===== config.mk =====
export PLATFORM = sky130hd
export DESIGN_NAME = fixed_point_addsub_pipe
export DESIGN_NICKNAME = d
export VERILOG_FILES = /design/src/rtl/fixed_point_addsub_pipe.sv
export SDC_FILE = /design/constraint.sdc
export NUM_CORES = 1
export LEC_CHECK = 0
export ABC_AREA = 0
export BUFFER_PORTS_ARGS = -buffer_cell sky130_fd_sc_hd__buf_2
export CAP_MARGIN = 20
export CORE_MARGIN = 2
export CORE_UTILIZATION = 45
export CTS_BUF_LIST = sky130_fd_sc_hd__clkbuf_2
export DETAILED_ROUTE_END_ITERATION = 8
export PLACE_DENSITY = 0.64
export SLEW_MARGIN = 0
export SYNTH_ARGS = -nofsm -noshare
export SYNTH_HDL_FRONTEND = slang
export SYNTH_SLANG_ARGS = --single-unit

===== constraint.sdc =====
create_clock -name clk -period 8.6 [get_ports clk]
set_clock_uncertainty 0.2 [all_clocks]
set_input_delay 0.43 -clock clk [delete_from_list [all_inputs] [get_ports clk]]
set_output_delay 0.43 -clock clk [all_outputs]
set_load 0.01 [all_outputs]

===== src/rtl/fixed_point_addsub_pipe.sv =====
// Two-stage sign-magnitude fixed-point add/subtract unit with valid/ready handshakes.
// Stage 1 orders the magnitudes and picks the sign; stage 2 adds or subtracts and handles overflow.
module fixed_point_addsub_pipe #(
  parameter int N   = 32,
  parameter int Q   = 15,
  parameter bit SAT = 1'b1
) (
  input  logic         clk,
  input  logic         rst,
  input  logic         in_valid,
  output logic         in_ready,
  input  logic [N-1:0] a,
  input  logic [N-1:0] b,
  input  logic         op,
  output logic         out_valid,
  input  logic         out_ready,
  output logic [N-1:0] c,
  output logic         ovf
);

  localparam int M = N - 1;

  logic         s1_valid;
  logic         s1_eff_add;
  logic         s1_sign;
  logic [M-1:0] s1_big;
  logic [M-1:0] s1_small;

  logic         s2_load;
  logic         s1_load;

  logic         eff_b_sign;
  logic         eff_add;
  logic         a_larger;
  logic [M-1:0] mag_a;
  logic [M-1:0] mag_b;
  logic         pick_sign;
  logic [M-1:0] pick_big;
  logic [M-1:0] pick_small;

  logic [M:0]   sum;
  logic [M-1:0] result_mag;
  logic         result_ovf;
  logic         result_sign;

  // S2 is free when empty or draining; S1 may take a new pair when it is empty or moving on.
  assign s2_load  = !out_valid || out_ready;
  assign s1_load  = !s1_valid || s2_load;
  assign in_ready = !rst && s1_load;

  assign mag_a      = a[M-1:0];
  assign mag_b      = b[M-1:0];
  assign eff_b_sign = b[N-1] ^ op;
  assign eff_add    = (a[N-1] == eff_b_sign);
  assign a_larger   = (mag_a >= mag_b);

  always_comb begin
    pick_big   = a_larger ? mag_a : mag_b;
    pick_small = a_larger ? mag_b : mag_a;
    if (eff_add || a_larger) begin
      pick_sign = a[N-1];
    end else begin
      pick_sign = eff_b_sign;
    end
  end

  always_ff @(posedge clk) begin
    if (rst) begin
      s1_valid   <= 1'b0;
      s1_eff_add <= 1'b0;
      s1_sign    <= 1'b0;
      s1_big     <= '0;
      s1_small   <= '0;
    end else if (s1_load) begin
      s1_valid <= in_valid;
      if (in_valid) begin
        s1_eff_add <= eff_add;
        s1_sign    <= pick_sign;
        s1_big     <= pick_big;
        s1_small   <= pick_small;
      end
    end
  end

  // The subtract path never overflows because big >= small.
  always_comb begin
    sum        = {1'b0, s1_big} + {1'b0, s1_small};
    result_ovf = 1'b0;
    if (s1_eff_add) begin
      result_ovf = sum[M];
      if (sum[M] && SAT) begin
        result_mag = '1;
      end else begin
        result_mag = sum[M-1:0];
      end
    end else begin
      result_mag = s1_big - s1_small;
    end
    result_sign = (result_mag == '0) ? 1'b0 : s1_sign;
  end

  always_ff @(posedge clk) begin
    if (rst) begin
      out_valid <= 1'b0;
      c         <= '0;
      ovf       <= 1'b0;
    end else if (s2_load) begin
      out_valid <= s1_valid;
      if (s1_valid) begin
        c   <= {result_sign, result_mag};
        ovf <= result_ovf;
      end
    end
  end

endmodule


* Word-level counts from Yosys, hierarchy flattened
Cells that the tools add are included.
** Cells by class
- Shift-type cells :: 0
- Add/sub/neg operators :: 2
- Reduce and logical (&&, ||, !) cells :: 10
- Divide/modulo/power cells :: 0
- $mul :: 0
- Equality and inequality tests :: 1
- Bitwise operators :: 1
- Order comparisons :: 1
- Mux-type cells :: 7
** Operators by type and width (number)
- 31-bit 2-to-1 mux :: 4
- 31-bit by 31-bit adder with 32-bit output :: 1
- 31-bit >= comparator :: 1
- 31-bit zero test :: 1
- 31-bit subtractor :: 1
- 2-bit AND reduction :: 2
- 1-bit zero test :: 3
- 1-bit logical OR :: 3
- 1-bit 2-to-1 mux :: 3
- 1-bit equality test :: 1
- 1-bit logical AND :: 1
- 1-bit bitwise XOR :: 1
** Storage, ports and cells
- Bits in registers :: 99
- Logic and storage cells :: 30
- Memories :: 0
- Bits in read-only memories :: 0
- Bits of input ports :: 69
- Memory bits (writable) :: 0
- Bits in latches :: 0

* Depth between registers and ports, before layout
Gate-level depths: netlist of run 1.
- Depth after elaboration :: 5
- Gate-level depth with buffers :: 15
- Mapped depth without buffers :: 14

* Worst setup path after synthesis of run 1
No wires, ideal clock.
- Path kind :: register to register
- Start :: reg s1_small[16]
- End :: reg c[31]
- Arrival :: 3.001 ns
- Slack :: 5.269 ns
- Cell stages (with the launch flop) :: 15
- Path buffers :: 1
- Cells stage by stage :: dfxtp_1 > inv_1 > ha_1 > buf_1 > nand4_1 > or4_1 > a21oi_1 > o31ai_1 > a31oi_1 > xnor2_1 > nand2_1 > o211a_1 > a2111o_1 > nor4_1 > o31ai_1
** Between the ends
- Word-level cells in the longest chain between the ends :: 5
- Elaborated cells on any way between the ends :: 6
** RTL lines
- start: declaration :: line 27 : logic [M-1:0] s1_small;
- start signal: assignment :: line 80 : s1_small <= pick_small;
- 31-bit by 31-bit adder with 32-bit output :: line 87 : sum = {1'b0, s1_big} + {1'b0, s1_small};
- 31-bit 2-to-1 mux :: line 91 : if (sum[M] && SAT) begin
- 31-bit 2-to-1 mux (*) :: line 89 : if (s1_eff_add) begin
- 31-bit zero test (*) :: line 99 : result_sign = (result_mag == '0) ? 1'b0 : s1_sign;
- 1-bit 2-to-1 mux (*) :: line 99
- end signal: assignment :: line 110 : c <= {result_sign, result_mag};
- end: declaration :: line 17 : output logic [N-1:0] c,
Every way passes the cells marked *; elsewhere a longest branch is shown, timed or not.
A chain may end at the register's enable or synchronous reset.

* Final worst setup path of run 1
- Start :: in b[1]
- End :: reg s1_small[28]
** Between the ends
- Word-level cells in the longest chain between the ends :: 2
** RTL lines
- start: declaration :: line 13 : input logic [N-1:0] b,
- 31-bit >= comparator :: line 55 : assign a_larger = (mag_a >= mag_b);
- 31-bit 2-to-1 mux :: line 59 : pick_small = a_larger ? mag_b : mag_a;
Every way passes these cells.

==> impl_metrics.tcl, run 1 <==
set metrics [dict create \
    drc_errors 0 \
    met2_length_mm 9.82 \
    startpoint_type "input pin" \
    antenna_left 0 \
    worstSetupPathType "in2reg" \
    ir_drop_v 0.0000659 \
    multi_input_area_um2 6020 \
    nNetsFinal 1405 \
    r2r-end "c[31]$_SDFFE_PP0P_" \
    htree_levels 3 \
    period_share_pct 53.7 \
    grt_pass1_wl_mm 38.8 \
    drive_above_1_share_pct 12.0 \
    setup_viol 0 \
    grt_overflow_total 0 \
    dieArea_um2 20200 \
    dr_wl_met3_mm 1.03 \
    yosys_warnings 0 \
    io_pins 104 \
    synth_seq_cells 99 \
    worst-r2r-cell-count 13 \
    cp_num_buf_inv 5 \
    worst_slew_pin_slew_ns 1.11 \
    core_um2 18700 \
    cpLargestDelayFamily "compound AO/OA/AOI/OAI gates" \
    yosysTopAreaCell "dfxtp_1" \
    syn_nets 1255 \
    place.gp.congestion 0.875 \
    cp-end-kind "register" \
    n_fill_cell 1761 \
    clockBufferDepth 2 \
    rrSetupSlack_ns 4.57 \
    pwr_density_cell_nw_per_um2 144 \
    slowest_delay_ns 0.89 \
    pre_cts_slack_ns 4.45 \
    regArea_um2 1980 \
    grt_pass1_vias 7651 \
    drv_slew 0 \
    hold_class "in2reg" \
    grt_use_total_pct 23.4 \
    synthDistinctLibCells 77 \
    maxSlewHeadroom_pct 25.8 \
    portBuffers 103 \
    numCtsBuffers 9 \
    worst_slack_ns 3.98 \
    holdPathEnd "s1_big[0]$_SDFFE_PP0P_" \
    num_vias 8277 \
    slowest_stage "o21ai_4" \
    synth_area_um2 8590 \
    synth.avg_cell_area_um2 7.87 \
    insertion_delay_ns 0.66 \
    antenna_found_initial 1 \
    finalPower_w 0.00149 \
    wl_per_cell_um 16.0 \
    drt_iter0_drc 494 \
    synth_area_leaders "dfxtp_1 23%, ha_1 13%, mux2i_1 7.8%" \
    routed_wl_mm 23.7 \
    crit_top_cell "o21a_1" \
    cts_num_sinks 99 \
    tns_ns 0 \
    cts_root_buffer "clkbuf_2" \
    drv_cap 0 \
    viasPerCell 5.58 \
    path_max_fanout 37 \
    crit_chain "dlygate4sd3_1 -> buf_2 -> inv_1 -> ha_1 -> nor2b_1 -> o21a_1 -> o21a_1 -> o21a_1 -> o21a_1 -> o211ai_1 -> o2111ai_1 -> a211oi_1 -> o21ai_4 -> buf_4 -> mux2i_1 -> dlygate4sd3_1 -> a211oi_1" \
    synth_edf_count 0 \
    maxUsedRoutingLayer "met4" \
    async_flop_share_pct 0 \
    cts_setup_buffers 0 \
    die_h_um 142 \
    outcome "finished, final reports clean" \
    worstPathArrival_ns 5.01 \
    syn_to_final_growth_pct 20.3 \
    drt-met1-wl_mm 12.5 \
    cts_tree "built" \
    leakage_nw 4.58 \
    synth_top_area_share_pct 23.1 \
    synthFlopType "dfxtp_1" \
    r2r-start "s1_small[12]$_SDFFE_PP0P_" \
    hold_viol 0 \
    die_x_um 142 \
    synthCells 1092 \
    grt_max_degree 129 \
    floorplan.initialDensity_pct 45.9 \
    max_freq_mhz 217 \
    num_rows 50 \
    ys_seq_area_share_pct 23.1 \
    path_clk_slew_ns 0.32 \
    rsz0062_at_grt "false" \
    synth.most_common_cell "nor2_1" \
    drt_pass1_iterations 5 \
    synthTopCellsByCount "137 x nor2_1, 99 x dfxtp_1, 92 x ha_1, 86 x a211oi_1, 80 x a21oi_1" \
    fin_crit_ns 4.62 \
    hp-start "b[0]" \
    dp_hpwl_mm 17.3 \
    hold_path_depth 3 \
    required_ns 8.99 \
]
-- registers in the layout, summed over array words and instances, names as in the netlist --
name / count
c: 32
s1_big: 31
s1_small: 31
out_valid: 1
ovf: 1
s1_eff_add: 1
s1_sign: 1
s1_valid: 1
-- final cells by class --
| class | instances | share of cell area (%) |
|---|---|---|
| multi-input cells | 838 | 58.2 |
| inverters | 83 | 3.01 |
| well taps | 234 | 2.83 |
| flip-flops and latches | 99 | 19.2 |
| diodes | 2 | 0.0484 |
| clock inverters | 6 | 0.678 |
| clock buffers | 10 | 0.484 |
| repair buffers | 211 | 15.5 |
-- where the power goes --
part	leakage [nW]	internal, W	switching (W)
Clock	0.0773	0.0000720	0.000175
Sequential	0.820	0.000501	0.0000322
Combinational	3.68	0.000305	0.000400
-- per-layer routing --
layer / vias up / track usage (%)
met3: 28 / 2.19
met5: - / 0
met4: 0 / 6.95
met1: 3763 / 35.3
met2: 236 / 35.0
li1: 4250 / -
-- tightest hold or removal path: stages --
cell and delay [ns]:
buf_2 0.12, mux2i_1 0.20, a211oi_1 0.10
-- cell families (layout without fill, tap and decap cells) --
logic type / after synthesis / in the layout / synth area share [%]
compound gates: 327 / 327 / 27.1
simple gates: 310 / 310 / 17.0
buf+inv: 155 / 310 / 7.14
flops: 99 / 99 / 23.1
fa+ha+maj: 94 / 94 / 13.9
mux: 68 / 68 / 7.94
xor+xnor: 39 / 39 / 3.98
other cells: 0 / 2 / 0
-- cell usage in the layout, fill, tap and decap left out, types with 3 or more instances in the layout --
cell type      count
nor2_1           137
dlygate4sd3_1    103
buf_2            102
dfxtp_1           99
ha_1              92
a211oi_1          86
a21oi_1           80
inv_1             79
mux2i_1           67
nand2_1           54
xnor2_1           31
nor2b_1           20
a21o_1            20
nor3_1            19
o21ai_0           19
o31ai_1           16
o21a_1            16
nor4_1            14
nand4_1           13
nand2b_1          12
o211ai_1          12
a31oi_1           11
nand3_1           10
clkbuf_2          10
xor2_1             8
o22ai_1            7
o2111ai_1          5
buf_4              5
inv_2              4
a22oi_1            4
o21bai_1           4
or2_1              3
nand4b_1           3
o41a_1             3
o21ai_1            3
a211o_1            3
or3_1              3
and3_1             3
or4_1              3
inv_6              3
-- metrics by stage --
| stage | hold WS (ns) | cells | utilization [%] | instance area [um^2] |
|---|---|---|---|---|
| floorplan | 0.270 | 1092 | - | 8590 |
| global placement | 0.238 | 1361 | 48.9 | 9160 |
| detailed placement | 0.244 | 1361 | 48.9 | 9160 |
| CTS | 0.00358 | 1480 | 55.1 | 10300 |
| global route | 0.0309 | 1482 | 55.3 | 10300 |
| finish | 0.0313 | 1483 | 55.3 | 10300 |
-- worst max-delay path by stage --
stage / startpoint / endpoint / slack (ns) / cells past startpoint
CTS: b[1] / s1_big[15]$_SDFFE_PP0P_ / 4.15 / 17
finish: b[1] / s1_small[28]$_SDFFE_PP0P_ / 3.98 / 17
detailed placement: b[1] / s1_small[16]$_SDFFE_PP0P_ / 4.45 / 15
global placement: b[1] / s1_small[16]$_SDFFE_PP0P_ / 4.51 / 15
floorplan: s1_small[16]$_SDFFE_PP0P_ / c[31]$_SDFFE_PP0P_ / 5.27 / 14
global route: b[1] / s1_small[28]$_SDFFE_PP0P_ / 3.82 / 17
-- what timing repair did --
item	CTS	global route
resized for setup	0	0
endpoints found under the hold margin	83	0
hold buffers	103	0
No activity file was read; power rests on OpenSTA's default activity.
==> inputs of run 2 (changes only) <==
PLACE_DENSITY = 0.67   (was 0.64)
clock period = 4 ns   (was 8.6 ns; I/O delays follow)
==> run 2 against run 1 <==
  * Clock-buffer cell count decreased by 1
  * Power increased by 120%
  * Via count increased by 1.8%
  * Sequential cell count unchanged
  * First-iteration DRC count increased by 15%
  * Combinational power increased by 130%
  * Routed wire length decreased by 0.24%
  * Critical path depth unchanged
  * Critical endpoint is now s1_small[8]$_SDFFE_PP0P_
  * Largest cell class unchanged
  * Largest power group unchanged
==> impl_metrics.tcl, run 2 (synthesis results as in run 1) <==
set metrics [dict create \
    outcome "finished, final reports clean" \
    ir_drop_v 0.000134 \
    drc_errors 0 \
    grt-busiest-layer "met2" \
    largest_reg_flops 32 \
    path_clk_slew_ns 0.27 \
    largest_register "c" \
    floorplan.initialDensity_pct 45.9 \
    antenna_found_initial 1 \
    worst-path-stages 17 \
    r2r-end "c[31]$_SDFFE_PP0P_" \
    period_share_pct 95.2 \
    slowest_stage "dlygate4sd3_1" \
    hold_viol 0 \
    worst-r2r-cell-count 13 \
    core_um2 18700 \
    grt_use_total_pct 23.4 \
    dieArea_um2 20200 \
    num_vias 8425 \
    max_freq_mhz 263 \
    num_rows 50 \
    hold_class "in2reg" \
    numCtsBuffers 9 \
    io_pins 104 \
    setup_viol 0 \
    die_h_um 142 \
    cpLargestDelayFamily "compound AO/OA/AOI/OAI gates" \
    leakage_nw 4.70 \
    grt_pass1_wl_mm 38.6 \
    grt_overflow_total 0 \
    fin_crit_ns 3.81 \
    cts_root_buffer "clkbuf_2" \
    fin_hold_ws_ns 0.223 \
    cp_num_buf_inv 5 \
    grt_pass1_vias 7745 \
    drv_cap 0 \
    worstPathArrival_ns 4.18 \
    cts_num_sinks 99 \
    required_ns 4.37 \
    finalPower_w 0.00324 \
    cts_tree "built" \
    slowest_delay_ns 0.58 \
    cp-end-kind "register" \
    grtUsageMet3_pct 2.73 \
    hold_path_depth 4 \
    wl_per_cell_um 15.7 \
    antenna_left 0 \
    drive_above_1_share_pct 14.6 \
    drt_pass1_iterations 5 \
    clockBufferDepth 2 \
    maxSlewHeadroom_pct 30.2 \
    portBuffers 103 \
    place_inst 1384 \
    startpoint_type "input pin" \
    syn_to_final_growth_pct 23.3 \
    crit_chain "dlygate4sd3_1 -> buf_2 -> inv_1 -> ha_1 -> nor2b_1 -> o21a_1 -> o21a_1 -> o21a_1 -> o21a_1 -> o211ai_1 -> o2111ai_1 -> a211oi_2 -> o21ai_4 -> buf_12 -> mux2i_1 -> dlygate4sd3_1 -> a211oi_1" \
    nNetsFinal 1430 \
    stdcell_count 1508 \
    grt_use_met2_pct 35.2 \
    worst_slew_pin_slew_ns 1.05 \
    worstSetupPathType "in2reg" \
    dp_hpwl_mm 17.7 \
    worst_slack_ns 0.191 \
    final_cell_mix "137 x nor2_1, 103 x dlygate4sd3_1, 102 x buf_2" \
    routed_wl_mm 23.7 \
    rrSetupSlack_ns 0.25 \
    die_x_um 142 \
    pre_cts_slack_ns 0.266 \
    use_met1_pct 34.7 \
    r2r-start "s1_small[8]$_SDFFE_PP0P_" \
    cp-startpoint "b[1]" \
    crit_end "s1_small[8]$_SDFFE_PP0P_" \
    place.gp.congestion 0.916 \
    pwr_density_cell_nw_per_um2 306 \
    htree_levels 3 \
    drt_iter0_drc 567 \
    path_max_fanout 51 \
    insertion_delay_ns 0.65 \
    final_common_cell "nor2_1" \
    drv_slew 0 \
    grt_max_degree 103 \
    crit_top_cell "o21a_1" \
    n_fill_cell 1760 \
    top_regs "c (32), s1_big (31), s1_small (31)" \
    viasPerCell 5.59 \
]
[run 2: changes by cell type in the layout (fill, tap and decap cells not counted), moves of 2 or more]
cell	before	now
dfxtp_1	99	97
a211oi_1	86	84
buf_4	5	29
ha_1	92	87
a211oi_2	0	2
dfxtp_2	0	2
buf_12	0	2
ha_2	0	5
[run 2: worst min-delay path, delay by kind of cell]
family | cells | cell delay, ns
compound gates | 1 | 0.07
buf+inv | 2 | 0.65
xor+xnor | 1 | 0.13
[run 2: where the power goes]
group / internal [W] / total [W] / leakage [nW] / switching, W
clock network: 0.000149 / 0.000511 / 0.0743 / 0.000362
registers: 0.00108 / 0.00115 / 0.820 / 0.0000679
logic: 0.000703 / 0.00159 / 3.80 / 0.000885
total: 0.00193 / 0.00324 / 4.70 / 0.00131
[run 2: through the flow]
step                utilization [%]  setup TNS (ns)  cell area (um^2)
CTS                            56.2               0             10500
finish                         56.6               0             10600
global route                   56.6       -0.000480             10600
global placement               50.0               0              9350
floorplan                         -               0              8590
detailed placement             50.0               0              9350
[run 2: worst min path at each step]
stage,start,end
floorplan,in_valid,s1_valid$_SDFFE_PP0N_
global placement,in_valid,s1_valid$_SDFFE_PP0N_
detailed placement,in_valid,s1_valid$_SDFFE_PP0N_
CTS,a[31],s1_eff_add$_SDFFE_PP0P_
global route,a[31],s1_eff_add$_SDFFE_PP0P_
finish,a[31],s1_eff_add$_SDFFE_PP0P_
[run 2: layer usage]
layer | wire length (um) | vias to the layer above | part of all wire [%]
met1 | 12100 | 3809 | 51
met2 | 9920 | 260 | 42
li1 | - | 4327 | -
met3 | 1270 | 29 | 5.4
met5 | 0 | - | 0
met4 | 404 | 0 | 1.7
[run 2: final cells by class]
class	count	area (um^2)	area share [%]
inverters	83	312	2.94
diodes	2	5.00	0.0472
flip-flops and latches	99	1980	18.7
repair buffers	236	1800	17.0
multi-input cells	838	6080	57.4
clock buffers	9	45.0	0.425
well taps	234	293	2.76
clock inverters	7	73.8	0.697
[run 2: repair_timing]
action                                  CTS  global route
endpoints found under the setup margin    0            23
hold buffers                            103             0
buffers inserted                          0             3
gates resized for setup                   0            14
endpoints found under the hold margin    75             0
